[config.mk]
export PLATFORM = sky130hd
export DESIGN_NAME = lynx_tap_loader
export DESIGN_NICKNAME = d
export VERILOG_FILES = /design/src/rtl/lynx_tap_loader.sv
export SDC_FILE = /design/constraint.sdc
export NUM_CORES = 1
export LEC_CHECK = 0
export BUFFER_PORTS_ARGS = -buffer_cell sky130_fd_sc_hd__buf_4
export CORE_MARGIN = 1
export CORE_UTILIZATION = 40
export DETAILED_ROUTE_END_ITERATION = 7
export PLACE_DENSITY = 0.66
export REMOVE_ABC_BUFFERS = 1
export SETUP_SLACK_MARGIN = 0.05
export SYNTH_ARGS = -nofsm -noshare
export SYNTH_HDL_FRONTEND = slang
export SYNTH_SLANG_ARGS = --single-unit
[constraint.sdc]
create_clock -name clk -period 3.2 [get_ports clk]
set_input_delay 0.32 -clock clk [delete_from_list [all_inputs] [get_ports clk]]
set_output_delay 0.32 -clock clk [all_outputs]
set_load 0.03 [all_outputs]
[src/rtl/lynx_tap_loader.sv]
// lynx_tap_loader
// Parses a Lynx TAP image arriving byte by byte on the HPS ioctl download
// channel, writes block bodies into system RAM through a ready/valid write
// port, and reports the execution address so the CPU can autostart.
// Several blocks may follow each other within one download.
//
// Optional build macro: LYNX_TAP_CHECKSUM_EN
//   When defined, an 8-bit running sum of each block's data bytes is compared
//   against the block's check byte.
//   A mismatch sends the loader to ERROR, and no completion pulse is given.
//   When undefined, the check byte is consumed and discarded.
//
// Ports
//   clk, reset_n            system clock, synchronous active-low reset
//   ioctl_download/wr/addr/dout  HPS download channel (addr is debug only)
//   ioctl_wait              back-pressure to HPS while a RAM write is pending
//   autostart_basic         allow a completion pulse for BASIC blocks
//   mem_addr/dout/wr/ready  RAM write port, write held until mem_ready
//   tape_complete           one-cycle autostart pulse
//   exec_addr               execution address, valid with tape_complete
//   file_type               type byte of the most recent block
//   block_count             blocks completed this download, saturating at 15
//   busy, error             parser activity, sticky error flag
module lynx_tap_loader #(
  parameter int          ADDR_W     = 16,
  parameter logic [15:0] BASIC_LOAD = 16'h694D
) (
  input  logic              clk,
  input  logic              reset_n,
  input  logic              ioctl_download,
  input  logic              ioctl_wr,
  input  logic [24:0]       ioctl_addr,
  input  logic [7:0]        ioctl_dout,
  output logic              ioctl_wait,
  input  logic              autostart_basic,
  output logic [ADDR_W-1:0] mem_addr,
  output logic [7:0]        mem_dout,
  output logic              mem_wr,
  input  logic              mem_ready,
  output logic              tape_complete,
  output logic [15:0]       exec_addr,
  output logic [7:0]        file_type,
  output logic [3:0]        block_count,
  output logic              busy,
  output logic              error
);

  typedef enum logic [3:0] {
    S_IDLE    = 4'd0,  S_NAME    = 4'd1,  S_TYPE    = 4'd2,  S_LEN_LO  = 4'd3,
    S_LEN_HI  = 4'd4,  S_LOAD_LO = 4'd5,  S_LOAD_HI = 4'd6,  S_DATA    = 4'd7,
    S_CHECK   = 4'd8,  S_EXEC_LO = 4'd9,  S_EXEC_HI = 4'd10, S_DONE    = 4'd11,
    S_ERROR   = 4'd12
  } state_t;

  localparam logic [7:0]        QUOTE     = 8'h22;
  localparam logic [7:0]        LEADER    = 8'hA5;
  localparam logic [7:0]        T_BASIC   = 8'h42;
  localparam logic [7:0]        T_MCODE   = 8'h4D;
  localparam logic [7:0]        T_DATA    = 8'h44;
  localparam logic [7:0]        T_ASCII   = 8'h41;
  localparam logic [ADDR_W-1:0] BASIC_PTR = ADDR_W'(BASIC_LOAD);
  localparam logic [ADDR_W-1:0] PTR_ONE   = ADDR_W'(1'b1);

  function automatic logic is_busy(input state_t s);
    case (s)
      S_IDLE, S_DONE, S_ERROR: is_busy = 1'b0;
      default:                 is_busy = 1'b1;
    endcase
  endfunction

  state_t            state_r, state_n;
  logic [7:0]        file_type_r, file_type_n;
  logic [15:0]       len_r, len_n;
  logic [7:0]        lo_r, lo_n;
  logic [ADDR_W-1:0] ptr_r, ptr_n, start_r, start_n, addr_r, addr_n;
  logic [15:0]       exec_r, exec_n;
  logic [3:0]        count_r, count_n;
  logic              error_r, error_n, tc_r, tc_n, wr_r, wr_n;
  logic [7:0]        dout_r, dout_n;
  logic              busy_r, dl_q_r;
  logic              byte_s, take_s, dl_rise_s, dl_fall_s, check_ok_s;
  logic              unused_s;

  assign byte_s    = ioctl_download & ioctl_wr;
  assign dl_rise_s = ioctl_download & ~dl_q_r;
  assign dl_fall_s = ~ioctl_download & dl_q_r;
  // A byte is parsed only when the holding register is free and no download
  // edge or DONE bookkeeping claims this cycle.
  assign take_s    = byte_s & ~wr_r & ~dl_rise_s & (state_r != S_DONE);
  assign unused_s  = ^ioctl_addr;

`ifdef LYNX_TAP_CHECKSUM_EN
  logic [7:0] sum_r;

  function automatic logic [7:0] sum8(input logic [7:0] acc, input logic [7:0] b);
    sum8 = acc + b;
  endfunction

  // Per-block running sum of data bytes, restarted on every type byte
  always_ff @(posedge clk) begin
    if (!reset_n) begin
      sum_r <= 8'h00;
    end else if (take_s && (state_r == S_TYPE)) begin
      sum_r <= 8'h00;
    end else if (take_s && (state_r == S_DATA)) begin
      sum_r <= sum8(sum_r, ioctl_dout);
    end else begin
      sum_r <= sum_r;
    end
  end

  assign check_ok_s = (ioctl_dout == sum_r);
`else
  assign check_ok_s = 1'b1;
`endif

  // Next-state and next-register values for the parser and write port
  always_comb begin
    state_n     = state_r;
    file_type_n = file_type_r;
    len_n       = len_r;
    lo_n        = lo_r;
    ptr_n       = ptr_r;
    start_n     = start_r;
    addr_n      = addr_r;
    dout_n      = dout_r;
    exec_n      = exec_r;
    count_n     = count_r;
    error_n     = error_r;
    tc_n        = 1'b0;
    if (wr_r && mem_ready) begin
      wr_n = 1'b0;
    end else begin
      wr_n = wr_r;
    end

    if (dl_rise_s) begin
      state_n = S_IDLE;
      error_n = 1'b0;
      count_n = 4'd0;
    end else if (dl_fall_s && busy_r) begin
      state_n = S_ERROR;
      error_n = 1'b1;
    end else if (state_r == S_DONE) begin
      count_n = (count_r == 4'd15) ? 4'd15 : count_r + 4'd1;
      state_n = S_IDLE;
    end else if (byte_s && wr_r) begin
      // Byte arrived while ioctl_wait was asserted: drop it and stop parsing.
      state_n = S_ERROR;
      error_n = 1'b1;
    end else if (take_s) begin
      case (state_r)
        S_IDLE: begin
          if (ioctl_dout == QUOTE) state_n = S_NAME;
          else                     state_n = S_IDLE;
        end
        S_NAME: begin
          if (ioctl_dout == QUOTE) state_n = S_TYPE;
          else                     state_n = S_NAME;
        end
        S_TYPE: begin
          if (ioctl_dout == LEADER) begin
            state_n = S_TYPE;
          end else if ((ioctl_dout == T_BASIC) || (ioctl_dout == T_MCODE) ||
                       (ioctl_dout == T_DATA)  || (ioctl_dout == T_ASCII)) begin
            file_type_n = ioctl_dout;
            state_n     = S_LEN_LO;
          end else begin
            state_n = S_ERROR;
            error_n = 1'b1;
          end
        end
        S_LEN_LO: begin
          len_n[7:0] = ioctl_dout;
          state_n    = S_LEN_HI;
        end
        S_LEN_HI: begin
          len_n[15:8] = ioctl_dout;
          if ((file_type_r == T_MCODE) || (file_type_r == T_DATA)) begin
            state_n = S_LOAD_LO;
          end else begin
            ptr_n   = BASIC_PTR;
            start_n = BASIC_PTR;
            state_n = ({ioctl_dout, len_r[7:0]} == 16'd0) ? S_CHECK : S_DATA;
          end
        end
        S_LOAD_LO: begin
          lo_n    = ioctl_dout;
          state_n = S_LOAD_HI;
        end
        S_LOAD_HI: begin
          ptr_n   = ADDR_W'({ioctl_dout, lo_r});
          start_n = ADDR_W'({ioctl_dout, lo_r});
          state_n = (len_r == 16'd0) ? S_CHECK : S_DATA;
        end
        S_DATA: begin
          addr_n  = ptr_r;
          dout_n  = ioctl_dout;
          wr_n    = 1'b1;
          ptr_n   = ptr_r + PTR_ONE;
          len_n   = len_r - 16'd1;
          state_n = (len_r == 16'd1) ? S_CHECK : S_DATA;
        end
        S_CHECK: begin
          if (!check_ok_s) begin
            state_n = S_ERROR;
            error_n = 1'b1;
          end else begin
            case (file_type_r)
              T_MCODE: state_n = S_EXEC_LO;
              T_BASIC: begin
                exec_n  = BASIC_LOAD;
                tc_n    = autostart_basic;
                state_n = S_DONE;
              end
              default: begin
                exec_n  = 16'(start_r);
                state_n = S_DONE;
              end
            endcase
          end
        end
        S_EXEC_LO: begin
          lo_n    = ioctl_dout;
          state_n = S_EXEC_HI;
        end
        S_EXEC_HI: begin
          exec_n  = {ioctl_dout, lo_r};
          tc_n    = 1'b1;
          state_n = S_DONE;
        end
        default: state_n = state_r;
      endcase
    end else begin
      state_n = state_r;
    end
  end

  // Parser state, datapath and registered outputs
  always_ff @(posedge clk) begin
    if (!reset_n) begin
      state_r     <= S_IDLE;
      file_type_r <= 8'h00;
      len_r       <= 16'h0000;
      lo_r        <= 8'h00;
      ptr_r       <= '0;
      start_r     <= '0;
      addr_r      <= '0;
      dout_r      <= 8'h00;
      exec_r      <= 16'h0000;
      count_r     <= 4'd0;
      error_r     <= 1'b0;
      tc_r        <= 1'b0;
      wr_r        <= 1'b0;
      busy_r      <= 1'b0;
      dl_q_r      <= 1'b0;
    end else begin
      state_r     <= state_n;
      file_type_r <= file_type_n;
      len_r       <= len_n;
      lo_r        <= lo_n;
      ptr_r       <= ptr_n;
      start_r     <= start_n;
      addr_r      <= addr_n;
      dout_r      <= dout_n;
      exec_r      <= exec_n;
      count_r     <= count_n;
      error_r     <= error_n;
      tc_r        <= tc_n;
      wr_r        <= wr_n;
      busy_r      <= is_busy(state_n);
      dl_q_r      <= ioctl_download;
    end
  end

  // ioctl_wait mirrors the pending write: it rises with mem_wr and falls
  // the cycle after the write is accepted.
  assign ioctl_wait    = wr_r;
  assign mem_wr        = wr_r;
  assign mem_addr      = addr_r;
  assign mem_dout      = dout_r;
  assign tape_complete = tc_r;
  assign exec_addr     = exec_r;
  assign file_type     = file_type_r;
  assign block_count   = count_r;
  assign busy          = busy_r;
  assign error         = error_r;

endmodule

======== After elaboration in Yosys (flattened, before gate mapping) ========
Index checks and enable logic that the tools add are counted.
operators by class
  multiply operators ...................... 0
  bitwise logic cells ..................... 16
  div/mod/pow operators ................... 0
  multiplexer cells ....................... 40
  magnitude comparators ................... 0
  eq/ne operators ......................... 30
  add/subtract/negate cells ............... 3
  shifts and indexed selects .............. 0
  reductions and logical operators ........ 32
operators by type and width
  cell                                                 number
  one-hot mux 16 bit (2 select lines)                  3
  == test 8 x 7 -> 1 bit (second input constant)       7
  2-to-1 mux 4 bit                                     12
  one-hot mux 16 bit (3 select lines)                  1
  one-hot mux 4 bit (11 select lines)                  1
  zero test 16 bit                                     2
  one-hot mux 8 bit (2 select lines)                   2
  == test 4 bit (second input constant)                7
  AND reduction 6 bit                                  4
  AND reduction 7 bit                                  3
  2-to-1 mux 1 bit                                     17
  adder 16 x 1 -> 16 bit (second input constant)       1
  == test 16 x 1 -> 1 bit (second input constant)      1
  == test 4 x 3 -> 1 bit (second input constant)       4
  2-to-1 mux 16 bit                                    1
  subtractor 16 x 1 -> 16 bit (second input constant)  1
  inverter 1 bit                                       10
  nonzero test 3 bit                                   3
  == test 4 x 2 -> 1 bit (second input constant)       2
  == test 8 x 6 -> 1 bit (second input constant)       1
  == test 8 bit (second input constant)                1
  zero test 4 bit                                      2
  AND reduction 8 bit                                  1
  nonzero test 2 bit                                   4
  other kinds (15)                                     30
word-level totals
  register bits after elaboration ......... 117
  logic and storage cells ................. 137
  bits in read-only memories .............. 0
  memories ................................ 0
  memory bits (writable) .................. 0
  output and inout bits ................... 57
  bits in latches ......................... 0

======== Depth between registers and ports, before layout ========
Gate-level depths: netlist (run 1).
  depth in word-level cells ............... 15
  depth in mapped cells ................... 10
  depth with buffers taken out ............ 10

======== Worst setup path after synthesis (run 1) ========
OpenSTA, ideal clock, no wires.
  kind .................................... input -> register
  from .................................... input ioctl_dout[3]
  to ...................................... register busy_r (netlist: busy)
  path slack .............................. 711 ps
  stages .................................. 9
  path buffers ............................ 1
  setup time .............................. 95 ps
  arrival time ............................ 2393 ps
  path through ............................ buf_6 > or4_4 > o21a_1 > nor2b_4 > a21o_1 > or4_4 > nand4_1 > o31ai_1 > a221oi_1
between the ends
  word-level cells in the longest chain between the ends .. 15
  elaborated cells on any way between the ends .. 27
  classes of those cells .................. 8 x eq/ne; 13 x mux; 6 x reduce/logical
RTL lines
  element                                                  RTL line  text
  start, declared                                          33        input logic [7:0] ioctl_dout,
  == test 8 x 7 -> 1 bit                                   164       end else if ((ioctl_dout == T_BASIC) || (ioctl_dout == T_MCODE) ||
  logical OR 1 bit (2 in series)                           164
  logical OR 1 bit                                         165       (ioctl_dout == T_DATA) || (ioctl_dout == T_ASCII)) begin
  2-to-1 mux 4 bit                                         164
  2-to-1 mux 4 bit                                         162       if (ioctl_dout == LEADER) begin
  one-hot mux 4 bit (11 select lines) *                    152       case (state_r)
  2-to-1 mux 4 bit *                                       151       end else if (take_s) begin
  2-to-1 mux 4 bit *                                       147       end else if (byte_s && wr_r) begin
  2-to-1 mux 4 bit *                                       144       end else if (state_r == S_DONE) begin
  2-to-1 mux 4 bit *                                       141       end else if (dl_fall_s && busy_r) begin
  2-to-1 mux 4 bit *                                       137       if (dl_rise_s) begin
  == test 4 bit / zero test 4 bit (equally long branches)  65        case (s)
  OR reduction 3 bit *                                     65
  2-to-1 mux 1 bit *                                       65
  end signal, assigned                                     271       busy_r <= is_busy(state_n);
  end, declared                                            80        logic busy_r, dl_q_r;
Mark *: on every way between the ends. The rest lies on a longest branch, timed or not.
A chain may end at the register's enable or synchronous reset.

======== Worst setup path in the final report (run 1) ========
  from .................................... register len_r[0]
  to ...................................... register busy_r (netlist: busy)
between the ends
  word-level cells in the longest chain between the ends .. 12
  elaborated cells on any way between the ends .. 18
  classes of those cells .................. 3 x eq/ne; 11 x mux; 4 x reduce/logical
RTL lines
  element                                                  RTL line  text
  start, declared                                          73        logic [15:0] len_r, len_n;
  start signal, assigned                                   260       len_r <= len_n;
  zero test 16 bit                                         184       state_n = ({ioctl_dout, len_r[7:0]} == 16'd0) ? S_CHECK : S_DATA;
  2-to-1 mux 4 bit                                         184
  2-to-1 mux 4 bit                                         179       if ((file_type_r == T_MCODE) || (file_type_r == T_DATA)) begin
  one-hot mux 4 bit (11 select lines) *                    152
  2-to-1 mux 4 bit *                                       151
  2-to-1 mux 4 bit *                                       147
  2-to-1 mux 4 bit *                                       144
  2-to-1 mux 4 bit *                                       141
  2-to-1 mux 4 bit *                                       137
  == test 4 bit / zero test 4 bit (equally long branches)  65
  OR reduction 3 bit *                                     65
  2-to-1 mux 1 bit *                                       65
Marked as above.

==> impl_metrics.yaml, run 1 <==
outcome:
  status: "finished clean"
synth:
  synth_edf_count: 0
  netlist.area_leader.share_pct: 40.7
  synthFlopType: "dfxtp_1"
  ys_ff_latch: 117
  async_flop_share_pct: 0
  syn_avg_cell_area_um2: 7.69
  yosys_warnings: 0
  synth.distinct_cells: 64
  yosysSeqAreaShare_pct: 40.7
  synth_area_um2: 5750
  syn-instance-count: 748
  synth_top_area_cell: "dfxtp_1"
  yosys-top-cells-area: "dfxtp_1, a21oi_1, nand2_1, nor2_1, o21ai_0"
clock_network:
  cts_hold_buf: 0
  clk_pin_slew_worst_paths_ns: 0.05
  clockBufferDepth: 2
  cts_setup_buffers: 0
  htree_levels: 4
  cts_root_buf: "clkbuf_16"
  cts_resized: 0
  cts_tree: "yes"
  cts.sinks: 117
  cts_buffers: 17
  clk_latency_ns: 0.41
worst_setup_path:
  critPathArrivalTime_ns: 3.06
  cp-end-kind: "register"
  critPathRequiredTime_ns: 3.51
  r2r_slack_ns: 0.45
  r2r_start: "len_r[0]"
  r2r_end: "busy"
  start_kind: "register"
  critPathMaxFanout: 6
  reg2reg_depth: 9
  crit_type: "register to register"
detailed_routing:
  wirelength_um: 15200
  postRouteAntennaNets: 0
  drt_iter0_markers: 497
  drt-vias-per-instance: 5.60
  drc_errors: 0
  firstDrtPassIters: 5
  num_vias: 5523
  wl_per_cell_um: 15.4
global_route:
  grt_pass1_wl_um: 24900
  antenna_found_initial: 0
  grt_max_degree: 63
  grt_pass1_vias: 4983
  grt.overflow.total: 0
  grt_use_total_pct: 21.2
power_and_ir_drop:
  power_frac_clock_pct: 53.6
  p_sw_share_pct: 21.6
  peakVddDrop_uv: 353
  total_power_w: 0.00340
  p_leak_nw: 2.51
  power_switching_w: 0.000733
  p_per_area_nw_per_um2: 493
  p_int_w: 0.00267
  p_comb_share_pct: 3.3
  power_frac_seq_pct: 43.1
sta:
  finalClockSkew_ns: 0.00916
  maxSlewViolCount: 0
  fin_setup_tns_ns: 0
  hold_viol: 0
  rsz0062_at_grt: "no"
  setup_viol: 0
  worst_slew_margin_rel_pct: 40.4
  fmax_mhz: 364
  finalCritPeriodShare_pct: 85.8
  hold_ws_ns: 0.174
  timing.final.crit_period_ns: 2.75
  worst_pin_slew_ns: 0.892
job:
  cap_violations: 0
layout:
  n_antenna_cell: 0
  fin_nets: 839
  multi_input_area_um2: 3050
  num-fill-cells: 1373
  drive_gt1_share_pct: 16.7
  finalInstanceArea_um2: 6890
  syn_to_final_growth_pct: 19.7
  regArea_um2: 2340
placement:
  place_congestion: 0.929
  dpl-instance-area_um2: 6320
  io_buffers: 70
  hpwl_um: 10000
floorplan:
  num_rows: 43
  die_h_um: 122
  die_w_um: 122
  die-area_um2: 14900
  coreArea_um2: 13900
  start_util_pct: 41.3
  ios: 96
min_path:
  worstHoldPathType: "primary input to register"
  whs_path_depth: 3
  min_to: "ioctl_wait"
  min_from: "mem_ready"
## flip-flops by register name (all words and copies together) (netlist names), 4 cells and up
| signal | flops |
|---|---|
| exec_addr | 16 |
| len_r | 16 |
| mem_addr | 16 |
| ptr_r | 16 |
| start_r | 16 |
| file_type | 8 |
| lo_r | 8 |
| mem_dout | 8 |
| block_count | 4 |
| state_r | 4 |
## metal layers
layer / vias up / global-route usage, % / wire (um)
met3: 30 / 5.20 / 792
met1: 2570 / 28.6 / 7160
met4: 0 / 7.33 / 252
met5: - / 0 / 0
met2: 173 / 32.8 / 7000
li1: 2750 / - / -
## area by class of cell
class / count / share of cell area, %
well taps: 180 / 3.27
inverters: 17 / 0.926
flip-flops and latches: 117 / 34.0
repair buffers: 84 / 9.33
clock inverters: 9 / 1.53
clock buffers: 21 / 6.68
multi-input cells: 558 / 44.3
## placed cells by master (no fill, tap or decap), types with 3 or more instances in the layout
cell type and count:
nand4b_1 3, clkbuf_16 17, a21oi_1 83, nand4_1 8, clkinv_2 3, o221a_2 5, xnor2_1 4, nor4_1 7
nor4b_1 6, mux2i_1 8, buf_4 83, nor2b_1 7, ha_1 5, nand2b_1 7, or4_1 4, and2_1 5
a22oi_1 7, nor2_1 106, o21ai_0 36, o22ai_1 3, clkinvlp_4 4, nand2_1 107, nand3_1 27, and4_1 3
a31oi_1 8, and3_1 9, and4b_1 3, a221oi_1 4, a311oi_1 16, a211oi_1 11, nor3_1 28, inv_1 16
dfxtp_1 117
## critical path: stages (launching register included)
cell and delay (ns):
dfxtp_1 0.35, inv_1 0.10, ha_1 0.19, or3b_2 0.47, or4_2 0.69, a21oi_1 0.15, a31oi_1 0.16, nand4_1 0.14
o31ai_1 0.07, a221oi_1 0.32
## power groups by stage
stage | combinational [W] | sequential [W] | clock, W
2_1_floorplan | 0.0000494 | 0.00150 | 0
3_3_place_gp | 0.000112 | 0.00150 | 0
3_5_place_dp | 0.000111 | 0.00150 | 0
4_1_cts | 0.000112 | 0.00147 | 0.00185
5_1_grt | 0.000122 | 0.00146 | 0.00193
6_report | 0.000113 | 0.00147 | 0.00182
## worst max path at each step
stage	startpoint	to	slack, ns	cells past startpoint
3_5_place_dp	ioctl_dout[1]	busy	0.47	9
2_1_floorplan	state_r[0]	mem_addr[0]	0.39	4
4_1_cts	file_type[4]	busy	0.46	8
3_3_place_gp	ioctl_dout[1]	busy	0.49	9
6_report	len_r[0]	busy	0.45	9
5_1_grt	len_r[0]	busy	0.27	9
## cells in the mapped netlist (all sizes together), types with 7 or more instances
cell	count
a31oi	9
nor4	7
clkbuf	50
a21oi	83
inv	16
nand2b	7
nor3	28
nor2b	8
nand4	8
o21ai	38
dfxtp	117
mux2i	8
nor2	106
and3	10
nand2	107
a22oi	7
a311oi	16
a211oi	13
or4	8
nand3	27
## per-stage QoR
stage                     utilization [%]  cells  setup slack (ns)
after CTS                            49.4    986             0.457
after global routing                 49.4    986             0.270
final                                49.4    986             0.455
after global placement               45.4    956             0.490
after detailed placement             45.4    956             0.470
after floorplan                         -    692             0.392
## cells by family (layout without fill, tap and decap cells)
family / after synthesis / in the layout / synth area share [%]
and+or+nand+nor: 346 / 346 / 28.6
AOI/OAI and AO/OA: 195 / 195 / 21.2
DFF: 117 / 117 / 40.7
buffers and inverters: 73 / 131 / 6.37
muxes: 8 / 8 / 1.39
adders and majority gates: 5 / 5 / 1.09
xor gates and xnor gates: 4 / 4 / 0.609
No activity file was read; power rests on OpenSTA's default activity.
==> inputs of run 2 (changes only) <==
- clock period: 3.2 -> 2.9 ns (I/O delays scaled with it)
==> impl_metrics.yaml, run 2 (synthesis results as in run 1) <==
min_path:
  whs_path_depth: 3
  min_from: "mem_ready"
  min_to: "ioctl_wait"
  worstHoldPathType: "primary input to register"
power_and_ir_drop:
  p_int_w: 0.00303
  peakVddDrop_uv: 306
  p_sw_share_pct: 20.5
  p_leak_nw: 2.57
  power_switching_w: 0.000785
  p_comb_share_pct: 3.4
  power_frac_clock_pct: 54.3
  power_frac_seq_pct: 42.4
  total_power_w: 0.00382
  p_per_area_nw_per_um2: 546
floorplan:
  num_rows: 43
  start_util_pct: 41.3
  die_h_um: 122
  coreArea_um2: 13900
  die-area_um2: 14900
  ios: 96
  die_w_um: 122
layout:
  drive_gt1_share_pct: 17.9
  most-common-layout-cells: "dfxtp_1, nand2_1, nor2_1, buf_4, a21oi_1"
  final_cells: 992
  syn_to_final_growth_pct: 21.5
  n_antenna_cell: 0
  final_util_pct: 50.2
  finalInstanceArea_um2: 6990
  final_common_cell: "dfxtp_1"
  fin_nets: 847
  num-fill-cells: 1368
detailed_routing:
  drt-vias-per-instance: 5.60
  wl_per_cell_um: 15.5
  firstDrtPassIters: 5
  postRouteAntennaNets: 0
  drc_errors: 0
  drt_iter0_markers: 421
  wirelength_um: 15400
  num_vias: 5559
global_route:
  grt.overflow.total: 0
  grt_pass1_wl_um: 25000
  antenna_found_initial: 0
  grt_pass1_vias: 5003
  grt_use_total_pct: 21.6
  grt_max_degree: 66
clock_network:
  cts_resized: 0
  cts_buffers: 17
  htree_levels: 4
  cts_root_buf: "clkbuf_16"
  cts_setup_buffers: 0
  cts_tree: "yes"
  cts.sinks: 117
  clockBufferDepth: 2
  cts_hold_buf: 0
  clk_latency_ns: 0.41
  clk_pin_slew_worst_paths_ns: 0.05
worst_setup_path:
  r2r_end: "busy"
  critPathArrivalTime_ns: 2.92
  worstPathCellList: "or4_4 > or4_2 > a21oi_1 > a31oi_1 > nand4_1 > o31ai_1 > a221oi_1"
  critPathSlowestCell: "or4_2"
  cp-end-kind: "register"
  r2r_start: "len_r[4]"
  critPathMaxFanout: 6
  critPathRequiredTime_ns: 3.21
  r2r_slack_ns: 0.29
  reg2reg_depth: 7
  path_buf_inv: 0
  cp_top_family: "simple AND/OR/NAND/NOR gates"
  start_kind: "register"
  max_stage_delay_ns: 0.69
  crit_type: "register to register"
sta:
  finalClockSkew_ns: 0.00820
  maxSlewViolCount: 0
  fin_setup_tns_ns: 0
  fmax_mhz: 384
  hold_viol: 0
  timing.final.crit_period_ns: 2.61
  rsz0062_at_grt: "no"
  worst_pin_slew_ns: 0.630
  worst_slew_margin_rel_pct: 58.0
  finalCritPeriodShare_pct: 89.9
  setup_viol: 0
placement:
  dpl-instance-area_um2: 6380
  io_buffers: 70
  place_congestion: 0.950
  hpwl_um: 10200
  dp_cells: 964
outcome:
  status: "finished clean"
job:
  cap_violations: 0
-- run 2: cell types whose count changed in the layout (fill, tap and decap cells not counted), sizes merged --
cell,delta
clkinv,-3
clkbuf,+4
buf,+8
clkinvlp,-3
-- run 2: power by group through the flow --
stage	logic, W	registers, W	clock network [W]
after global placement	0.000127	0.00165	0
after CTS	0.000127	0.00162	0.00211
after floorplan	0.0000545	0.00165	0
final	0.000129	0.00162	0.00207
after detailed placement	0.000127	0.00165	0
after global routing	0.000138	0.00162	0.00219
-- run 2: how the worst max path moves through the flow --
stage	to	cells past startpoint	slack, ns	from
after detailed placement	busy	9	0.21	len_r[0]
after global routing	busy	10	0.09	len_r[0]
after CTS	busy	9	0.19	len_r[0]
after floorplan	mem_addr[0]	4	0.09	state_r[0]
after global placement	busy	8	0.20	len_r[8]
final	busy	7	0.29	len_r[4]
-- run 2: worst reg2reg max path, cell delays in order, from the launching register on --
cell      delay (ns)
dfxtp_1         0.35
or4_4           0.56
or4_2           0.69
a21oi_1         0.22
a31oi_1         0.19
nand4_1         0.14
o31ai_1         0.07
a221oi_1        0.29
-- run 2: layout make-up --
| cell class | count | area, um^2 | area share (%) |
|---|---|---|---|
| sequential | 117 | 2340 | 33.5 |
| tap | 180 | 225 | 3.22 |
| multi-input combinational | 558 | 3070 | 44.0 |
| inverter | 17 | 63.8 | 0.913 |
| clock inverter | 3 | 67.6 | 0.967 |
| clock buffer | 25 | 515 | 7.37 |
| timing repair buffer | 92 | 703 | 10.1 |
-- run 2: per-stage QoR --
stage               setup WS, ns  hold WS (ns)
floorplan                 0.0923         0.412
global placement           0.203         0.444
detailed placement         0.213         0.447
CTS                        0.191         0.122
global route              0.0860         0.169
finish                     0.293         0.136
-- run 2: routing by layer --
layer,wire length [um],up-vias,part of all wire [%],track usage [%]
met4,385,0,2.5,10.0
met2,7030,172,46,32.4
li1,-,2767,-,-
met3,813,30,5.3,5.29
met1,7170,2590,47,29.1
met5,0,-,0,0
==> inputs of run 3 (changes only) <==
- PLACE_DENSITY: 0.66 -> not set
- clock period: 2.9 -> 2.25 ns (I/O delays scaled with it)
==> impl_metrics.yaml, run 3 (synthesis results as in run 1) <==
worst_setup_path:
  max_stage_delay_ns: 0.59
  crit_type: "register to register"
  cp_top_family: "simple AND/OR/NAND/NOR gates"
  cp-end-kind: "register"
  path_buf_inv: 2
  critPathArrivalTime_ns: 2.67
  r2r_end: "busy"
  critPathMaxFanout: 4
  r2r_slack_ns: -0.09
  critPathSlowestCell: "or4_4"
  worstPathCellList: "or4_4 > nor4b_4 > buf_4 > a21oi_4 > buf_6 > a21oi_4 > a31oi_4 > nand4_1 > o31ai_1 > a221oi_1"
  critPathRequiredTime_ns: 2.58
  crit_path_frequent_cell: "a21oi_4"
  start_kind: "register"
  reg2reg_depth: 10
  r2r_start: "len_r[2]"
layout:
  num-fill-cells: 1233
  drive_gt1_share_pct: 30.6
  syn_to_final_growth_pct: 39.2
  fin_nets: 934
  final_common_cell: "buf_4"
  final_util_pct: 57.5
  finalInstanceArea_um2: 8010
  n_antenna_cell: 0
  regArea_um2: 2350
  final_cells: 1083
  multi_input_area_um2: 3310
  most-common-layout-cells: "buf_4, dfxtp_1, nor2_1, nand2_1, a21oi_1"
floorplan:
  die_h_um: 122
  die-area_um2: 14900
  num_rows: 43
  coreArea_um2: 13900
  ios: 96
  die_w_um: 122
  start_util_pct: 41.3
clock_network:
  htree_levels: 4
  cts_root_buf: "clkbuf_16"
  cts.sinks: 117
  cts_tree: "yes"
  clockBufferDepth: 2
  clk_latency_ns: 0.42
  clk_pin_slew_worst_paths_ns: 0.06
  cts_buffers: 17
sta:
  rsz0062_at_grt: "yes"
  maxSlewViolCount: 0
  timing.final.crit_period_ns: 2.34
  finalCritPeriodShare_pct: 104
  worst_pin_slew_ns: 0.592
  fmax_mhz: 428
  worst_slew_margin_rel_pct: 60.5
  finalClockSkew_ns: 0.0128
  layout_setup_ws_ns: -0.0861
  hold_viol: 0
  setup_viol: 3
placement:
  place_congestion: 0.902
  io_buffers: 70
  dp_cells: 1042
  hpwl_um: 12500
  dpl-instance-area_um2: 6980
detailed_routing:
  wirelength_um: 18100
  firstDrtPassIters: 5
  routed-wl-met3_um: 906
  routed.top_layer: "met4"
  drt-vias-per-instance: 5.57
  drt-met1-wl_um: 8050
  postRouteAntennaNets: 0
  wl_met2_um: 8710
  drc_errors: 0
  num_vias: 6035
  wl_per_cell_um: 16.7
  drt_iter0_markers: 544
power_and_ir_drop:
  p_leak_nw: 3.11
  peakVddDrop_uv: 530
  p_per_area_nw_per_um2: 659
global_route:
  grt_use_total_pct: 24.9
  grt_pass1_vias: 5819
  grt_max_degree: 40
  antenna_found_initial: 0
  grt_pass1_wl_um: 28500
  grt.overflow.total: 0
min_path:
  worstHoldPathType: "primary input to register"
  min_to: "ioctl_wait"
  whs_path_depth: 3
  min_from: "mem_ready"
outcome:
  violations: "setup timing"
  status: "finished with violations"
job:
  cap_violations: 0
[run 3: changes by cell type in the layout (fill, tap and decap cells not counted), moves of 4 or more]
cell / delta
buf_4: +75
buf_6: +11
o21ai_0: -7
a21oi_1: -6
dfxtp_1: -6
dfxtp_2: +6
o21ai_1: +6
clkbuf_8: -5
or4_4: +4
[run 3: through the flow]
step	setup WS (ns)	hold WS [ns]	total power, W	setup TNS, ns
2_1_floorplan	-0.558	0.347	0.00220	-22.62
3_5_place_dp	-0.383	0.447	0.00233	-1.73
6_report	-0.0861	0.0818	0.00528	-0.187
3_3_place_gp	-0.300	0.442	0.00233	-1.21
4_1_cts	-0.0979	0.0718	0.00532	-0.114
5_1_grt	-0.217	0.104	0.00544	-0.660
[run 3: what timing repair did]
item | in CTS | in global routing
setup endpoints to repair | 11 | 13
resized for setup | 48 | 32
pin swaps | 20 | 17
buffers inserted | 2 | 9
hold buffers | 0 | 0
[run 3: power breakdown]
group | switching [W] | leakage, nW | total (W) | internal, W
sequential | 0.00000619 | 0.945 | 0.00208 | 0.00208
combinational | 0.000132 | 1.85 | 0.000216 | 0.0000845
clock | 0.000986 | 0.311 | 0.00298 | 0.00199
total | 0.00112 | 3.11 | 0.00528 | 0.00416
[run 3: area by class of cell]
type	count	share of cell area, %
repair buffers	179	17.6
multi-input cells	558	41.4
well taps	180	2.81
clock buffers	20	5.58
inverters	17	0.797
flip-flops and latches	117	29.3
clock inverters	12	2.51
[run 3: metal layers]
metal	vias up	global-route usage (%)
li1	2960	-
met1	2875	30.0
met2	166	41.8
met3	34	6.32
met4	0	11.0
met5	-	0
[run 3: worst register-to-register path, cell delays in order (launching register included)]
cell and delay, ns:
dfxtp_2 0.32, or4_4 0.59, nor4b_4 0.30, buf_4 0.17, a21oi_4 0.06, buf_6 0.12
a21oi_4 0.13, a31oi_4 0.11, nand4_1 0.12, o31ai_1 0.07, a221oi_1 0.26
[run 3: worst max path at each step]
stage	from	end	cells after the start
2_1_floorplan	state_r[0]	mem_addr[0]	4
3_3_place_gp	len_r[3]	busy	7
3_5_place_dp	len_r[0]	busy	9
4_1_cts	len_r[15]	busy	8
5_1_grt	len_r[2]	busy	9
6_report	len_r[2]	busy	10
